--- src/rtl/cnt_disp_sched_if.sv ---
// Signal bundle between cnt_disp_sched, its counters, the shared BCD converter
// and the 7-segment decoder.
interface cnt_disp_sched_if;
   logic [6:0] cnt_a;
   logic [6:0] cnt_b;
   logic       hold;
   logic [6:0] conv_cnt;
   logic [3:0] conv_d1;
   logic [3:0] conv_d0;
   logic [3:0] an;
   logic [3:0] digit;

   modport master (
      output cnt_a, cnt_b, hold, conv_d1, conv_d0,
      input  conv_cnt, an, digit
   );

   modport slave (
      input  cnt_a, cnt_b, hold, conv_d1, conv_d0,
      output conv_cnt, an, digit
   );
endinterface

--- src/rtl/cnt_disp_sched.sv ---
// Shares one binary-to-BCD converter between counters A and B, snapshots both
// once per frame and multiplexes the four digits onto a common-anode display.
module cnt_disp_sched #(
   parameter int SCAN_DIV = 100000
) (
   input  logic              clk,
   input  logic              rst,
   cnt_disp_sched_if.slave   bus
);

   localparam int              PW       = $clog2(SCAN_DIV);
   localparam logic [PW-1:0]   PRESC_TC = PW'(SCAN_DIV - 1);

   localparam logic [1:0] ST_LOAD_A = 2'd0;
   localparam logic [1:0] ST_LOAD_B = 2'd1;
   localparam logic [1:0] ST_SCAN   = 2'd2;

   logic [1:0]    r_state;
   logic [PW-1:0] r_presc;
   logic [1:0]    r_idx;
   logic [3:0]    r_a_d1;
   logic [3:0]    r_a_d0;
   logic [3:0]    r_b_d1;
   logic [3:0]    r_b_d0;

   logic [6:0]    w_conv_cnt;
   logic [3:0]    w_an;
   logic [3:0]    w_digit;
   logic [7:0]    w_snap;

   // Over-range counts show as two dashes; the converter output is not trusted there.
   function automatic logic [7:0] snap_digits(input logic [6:0] cnt,
                                              input logic [3:0] d1,
                                              input logic [3:0] d0);
      logic [7:0] res;
      if (cnt > 7'd99) begin
         res = {4'hE, 4'hE};
      end else begin
         res = {d1, d0};
      end
      return res;
   endfunction

   assign w_snap = snap_digits(w_conv_cnt, bus.conv_d1, bus.conv_d0);

   // Frame sequencer: load A, load B, then scan four digit slots.
   always_ff @(posedge clk) begin
      if (rst) begin
         r_state <= ST_LOAD_A;
         r_presc <= '0;
         r_idx   <= 2'd0;
         r_a_d1  <= 4'hF;
         r_a_d0  <= 4'hF;
         r_b_d1  <= 4'hF;
         r_b_d0  <= 4'hF;
      end else begin
         case (r_state)
            ST_LOAD_A: begin
               {r_a_d1, r_a_d0} <= w_snap;
               r_state          <= ST_LOAD_B;
            end
            ST_LOAD_B: begin
               {r_b_d1, r_b_d0} <= w_snap;
               r_state          <= ST_SCAN;
               r_presc          <= '0;
               r_idx            <= 2'd0;
            end
            ST_SCAN: begin
               if (r_presc == PRESC_TC) begin
                  r_presc <= '0;
                  r_idx   <= r_idx + 2'd1;
                  // hold only matters at the last slot's terminal count
                  if ((r_idx == 2'd3) && !bus.hold) begin
                     r_state <= ST_LOAD_A;
                  end
               end else begin
                  r_presc <= r_presc + PW'(1);
               end
            end
            default: begin
               r_state <= ST_LOAD_A;
            end
         endcase
      end
   end

   // Output decode of state, slot index and snapshots.
   always_comb begin
      w_conv_cnt = 7'd0;
      w_an       = 4'b1111;
      w_digit    = 4'hF;
      case (r_state)
         ST_LOAD_A: w_conv_cnt = bus.cnt_a;
         ST_LOAD_B: w_conv_cnt = bus.cnt_b;
         ST_SCAN: begin
            case (r_idx)
               2'd0: begin w_digit = r_b_d0; w_an = 4'b1110; end
               2'd1: begin w_digit = r_b_d1; w_an = 4'b1101; end
               2'd2: begin w_digit = r_a_d0; w_an = 4'b1011; end
               2'd3: begin w_digit = r_a_d1; w_an = 4'b0111; end
               default: begin w_digit = 4'hF; w_an = 4'b1111; end
            endcase
            // a blank digit keeps its anode dark
            if (w_digit == 4'hF) begin
               w_an = 4'b1111;
            end else begin
               w_an = w_an;
            end
         end
         default: begin
            w_conv_cnt = 7'd0;
         end
      endcase
   end

   assign bus.conv_cnt = w_conv_cnt;
   assign bus.an       = w_an;
   assign bus.digit    = w_digit;

endmodule
--- src/flat_wrapper.sv ---
// flat-port wrapper written by rule: the top's interface ports become plain ports
module cnt_disp_sched_flat 
#(
   parameter int SCAN_DIV = 100000
)
  (clk, rst, bus_cnt_a, bus_cnt_b, bus_hold, bus_conv_d1, bus_conv_d0, bus_conv_cnt, bus_an, bus_digit);
  cnt_disp_sched_if bus_i ();
  input  logic clk;
  input  logic rst;
  input wire logic [$bits(bus_i.cnt_a)-1:0] bus_cnt_a;
  input wire logic [$bits(bus_i.cnt_b)-1:0] bus_cnt_b;
  input wire logic [$bits(bus_i.hold)-1:0] bus_hold;
  input wire logic [$bits(bus_i.conv_d1)-1:0] bus_conv_d1;
  input wire logic [$bits(bus_i.conv_d0)-1:0] bus_conv_d0;
  output wire logic [$bits(bus_i.conv_cnt)-1:0] bus_conv_cnt;
  output wire logic [$bits(bus_i.an)-1:0] bus_an;
  output wire logic [$bits(bus_i.digit)-1:0] bus_digit;
  assign bus_i.cnt_a = bus_cnt_a;
  assign bus_i.cnt_b = bus_cnt_b;
  assign bus_i.hold = bus_hold;
  assign bus_i.conv_d1 = bus_conv_d1;
  assign bus_i.conv_d0 = bus_conv_d0;
  assign bus_conv_cnt = bus_i.conv_cnt;
  assign bus_an = bus_i.an;
  assign bus_digit = bus_i.digit;
  cnt_disp_sched #(.SCAN_DIV(SCAN_DIV)) u_core (.clk(clk), .rst(rst), .bus(bus_i));
endmodule
--- config.mk ---
export PLATFORM = sky130hd
export DESIGN_NAME = cnt_disp_sched_flat
export DESIGN_NICKNAME = d
export VERILOG_FILES = /design/src/rtl/cnt_disp_sched_if.sv /design/src/rtl/cnt_disp_sched.sv /design/src/flat_wrapper.sv
export SDC_FILE = /design/constraint.sdc
export NUM_CORES = 1
export LEC_CHECK = 0
export CAP_MARGIN = 20
export CORE_MARGIN = 8
export CORE_UTILIZATION = 42
export DETAILED_ROUTE_END_ITERATION = 7
export PLACE_DENSITY_LB_ADDON = 0.25
export SYNTH_ARGS = -nofsm -noshare
export SYNTH_HDL_FRONTEND = slang
export SYNTH_SLANG_ARGS = --single-unit
--- constraint.sdc ---
create_clock -name clk -period 2.58 [get_ports clk]
set_input_delay 0.645 -clock clk [delete_from_list [all_inputs] [get_ports clk]]
set_output_delay 0.645 -clock clk [all_outputs]
set_load 0.02 [all_outputs]
==> metrics.md <==
| Metric | Value |
|---|---|
| Antenna diodes | 0 |
| Post-Synth XOR/XNOR Area | 0.0467 |
| First-pass DRT Iterations | 4 |
| Largest family of logic cells by synthesized area | simple AND/OR/NAND/NOR gates |
| Least-Margin Pin Slew | 386 ps |
| YS warnings | 0 |
| M1 GR Usage | 0.162 |
| Routed len/inst | 14.5 µm |
| RSZ-0062 raised after global routing | true |
| Global-route wire length before repair | 8.27 mm |
| TritonCTS Buffers | 5 |
| Status | finished clean |
| Int Power | 1.19 mW |
| Post-route cell area | 0.00276 mm² |
| Vias | 1835 |
| Worst-skew pair later-pin latency | 280 ps |
| Synth Net Count | 267 |
| Non-Filler Instances | 346 |
| Sequential share of power | 0.391 |
| Critical Setup Path Class | in2out |
| Syn Area/Cell | 8.89 µm² |
| Fmax achieved | 400 MHz |
| Num rows | 25 |
| Synthesis-to-finish area growth | 33.6% |
| Initial Util | 0.437 |
| Crit Path Max Fanout | 2 |
| GPL Wtd Cong | 0.751 |
| Root buf cell | clkbuf_8 |
| Vias in the first global route | 1751 |
| Final wirelength | 5.00 mm |
| Antenna violations before repair | 0 |
| CTS tree | done |
| CP endpoint kind | primary output |
| Final TNS setup | 0 ps |
| Die ar. | 0.00741 mm² |
| Busiest grt layer | met2 |
| PwrDens | 620 mW/mm² |
| Commonest non-fill, non-tap cell in the layout | dfxtp_1 |
| Final setup vio count | 0 |
| Detailed Route Iter0 Violations | 64 |
| Min cycle time layout | 2500 ps |
| Port bufs | 39 |
| Worst setup SP type | primary input |
| Post-Synthesis Cell Area | 0.00206 mm² |
| Slew headroom | 0.739 |
| Synth Area in Adders | 0.0606 |
| Async set or reset register ratio after synthesis | 0 |
| Final period util | 0.969 |
| Hold slack final | 496 ps |
| Grt total ovfl | 0 |
| Crit path arrival time | 1860 ps |
| Core Region | 0.00472 mm² |
| Pre-CTS WS | -49.4 ps |
| Io pins | 40 |
| Die Y | 86.1 µm |
| Max VDD drop | 0.410 mV |
| Count of final hold-check violations | 0 |
| Max Cap Viol | 0 |
| Count of nets after finishing | 313 |
| CTS Sinks | 37 |
| Final Core Density | 0.584 |
| Synth Area in Simple Gates | 0.286 |
| Htree depth | 2 |
| Detail Route Antenna Nets | 0 |
| Top_reg_cell synth | dfxtp_1 |
| Post-Synthesis Cells | 232 |
| Portion of netlist area occupied by mux cells | 0.0243 |
| Most frequent cells in the layout | dfxtp_1, clkdlybuf4s50_1, nor3_1 |
| GR met2 Demand/Resource | 0.227 |
| Pin count of the biggest net entering global routing | 52 |
| Die Span X | 86.1 µm |
| Total power | 1.71 mW |
| Library cells used by synthesis | 42 |
| Leak Pwr | 0.977 nW |
| Placed Cells | 336 |
| Comb pwr share | 0.309 |
| M3 GR Usage | 0.0344 |
| CTS Hold Bufs | 0 |
| Clock Tree Buf Depth | 2 |
| Post-synthesis compound-gate area fraction | 0.166 |
| DRC | 0 |
| HPWL after DPL | 3.55 mm |
| EDFF count, synth | 0 |
| Max Slew Vio Count | 0 |
| Tightest Hold Check Type | reg2reg |
| Via density | 5.30 |
| Critical path data required time | 1930 ps |
| DP Area | 0.00257 mm² |
| All-Layer GR Usage | 0.136 |
| Clk pwr share | 0.300 |
| Worst Skew | 9.49 ps |
| Post-synthesis sequential area ratio | 0.359 |
| P_sw | 517 µW |
| Post-synthesis register bit count | 37 |
| Clock slew at reported path FFs | 70 ps |
| Switching portion of total power | 0.303 |
| Setup ws final | 79.9 ps |
| Share of cells above drive strength 1 | 0.165 |
-- Yosys cell counts (4+ instances only) --
master    number  area (µm²)
a211oi_1       4        30.0
ha_1          10         125
a22o_1         6        52.6
nand2_1       12        45.0
or3_1          4        25.0
a311o_1        4        40.0
mux2i_1        5        50.1
nand3_1        5        25.0
a21oi_1       16        80.1
nor3b_1       12        90.1
dfxtp_1       37         741
inv_1          6        22.5
xor2_1         8        70.1
nand2b_1       4        25.0
and4_1         4        35.0
o21ai_0        9        45.0
nand4_1        8        50.1
nor3_1        26         130
nor2b_1        8        50.1
clkbuf_1      11        41.3
-- registers in the layout, indices dropped and copies added (netlist names) --
| register | count |
|---|---|
| u_core.r_b_d1 | 4 |
| u_core.r_state | 2 |
| u_core.r_a_d1 | 4 |
| u_core.r_b_d0 | 4 |
| u_core.r_presc | 17 |
| u_core.r_idx | 2 |
| u_core.r_a_d0 | 4 |
-- area by class of cell --
cell class                      count  area (µm²)
Clock buffer                        7        86.3
Tap cell                           67        83.8
Fill cell                         432        1970
Multi-Input combinational cell    172        1260
Sequential cell                    37         748
Clock inverter                      1        30.0
Timing Repair Buffer               56         522
Inverter                            6        25.0
-- path summary, 6_finish.rpt --
check	from	slack (ps)	endpoint	cells after the start
hold reg to reg	u_core.r_state[1]	500	u_core.r_state[1]	2
setup / recovery	bus_cnt_b[4]	80	bus_conv_cnt[4]	3
hold / removal	u_core.r_state[1]	500	u_core.r_state[1]	2
setup reg to reg	u_core.r_state[0]	430	u_core.r_presc[16]	6
-- per-layer routing --
layer	vias up	part of all wire	routed length, µm
met5	-	0	0
met3	4	0.033	167
met1	845	0.48	2380
li1	957	-	-
met2	29	0.48	2400
met4	0	0.012	59
-- critical path, stage by stage --
cell and delay, ps:
clkdlybuf4s50_1 480, a22o_1 130, clkdlybuf4s50_1 600
-- cells by family (layout without fill, tap and decap cells) --
logic type / Yosys count / in the layout
AND/OR/NAND/NOR: 96 / 96
AO/OA/AOI/OAI: 50 / 50
flip-flops: 37 / 37
buffers and inverters: 23 / 70
XOR/XNOR: 11 / 11
adder cells (fa/ha/maj): 10 / 10
multiplexers: 5 / 5
-- power by group through the flow --
stage	Clock, mW	Combinational, mW	Sequential [mW]
finish	0.512	0.529	0.667
floorplan	0	0.347	0.668
CTS	0.527	0.529	0.669
global route	0.546	0.579	0.674
global placement	0	0.526	0.681
detailed placement	0	0.532	0.683
-- timing repair --
action                                  CTS  global route
endpoints found under the setup margin    9            12
resized for setup                        16            33
setup buffers                             0             2
pin swaps                                 2             7
No activity file was read; power rests on OpenSTA's default activity.
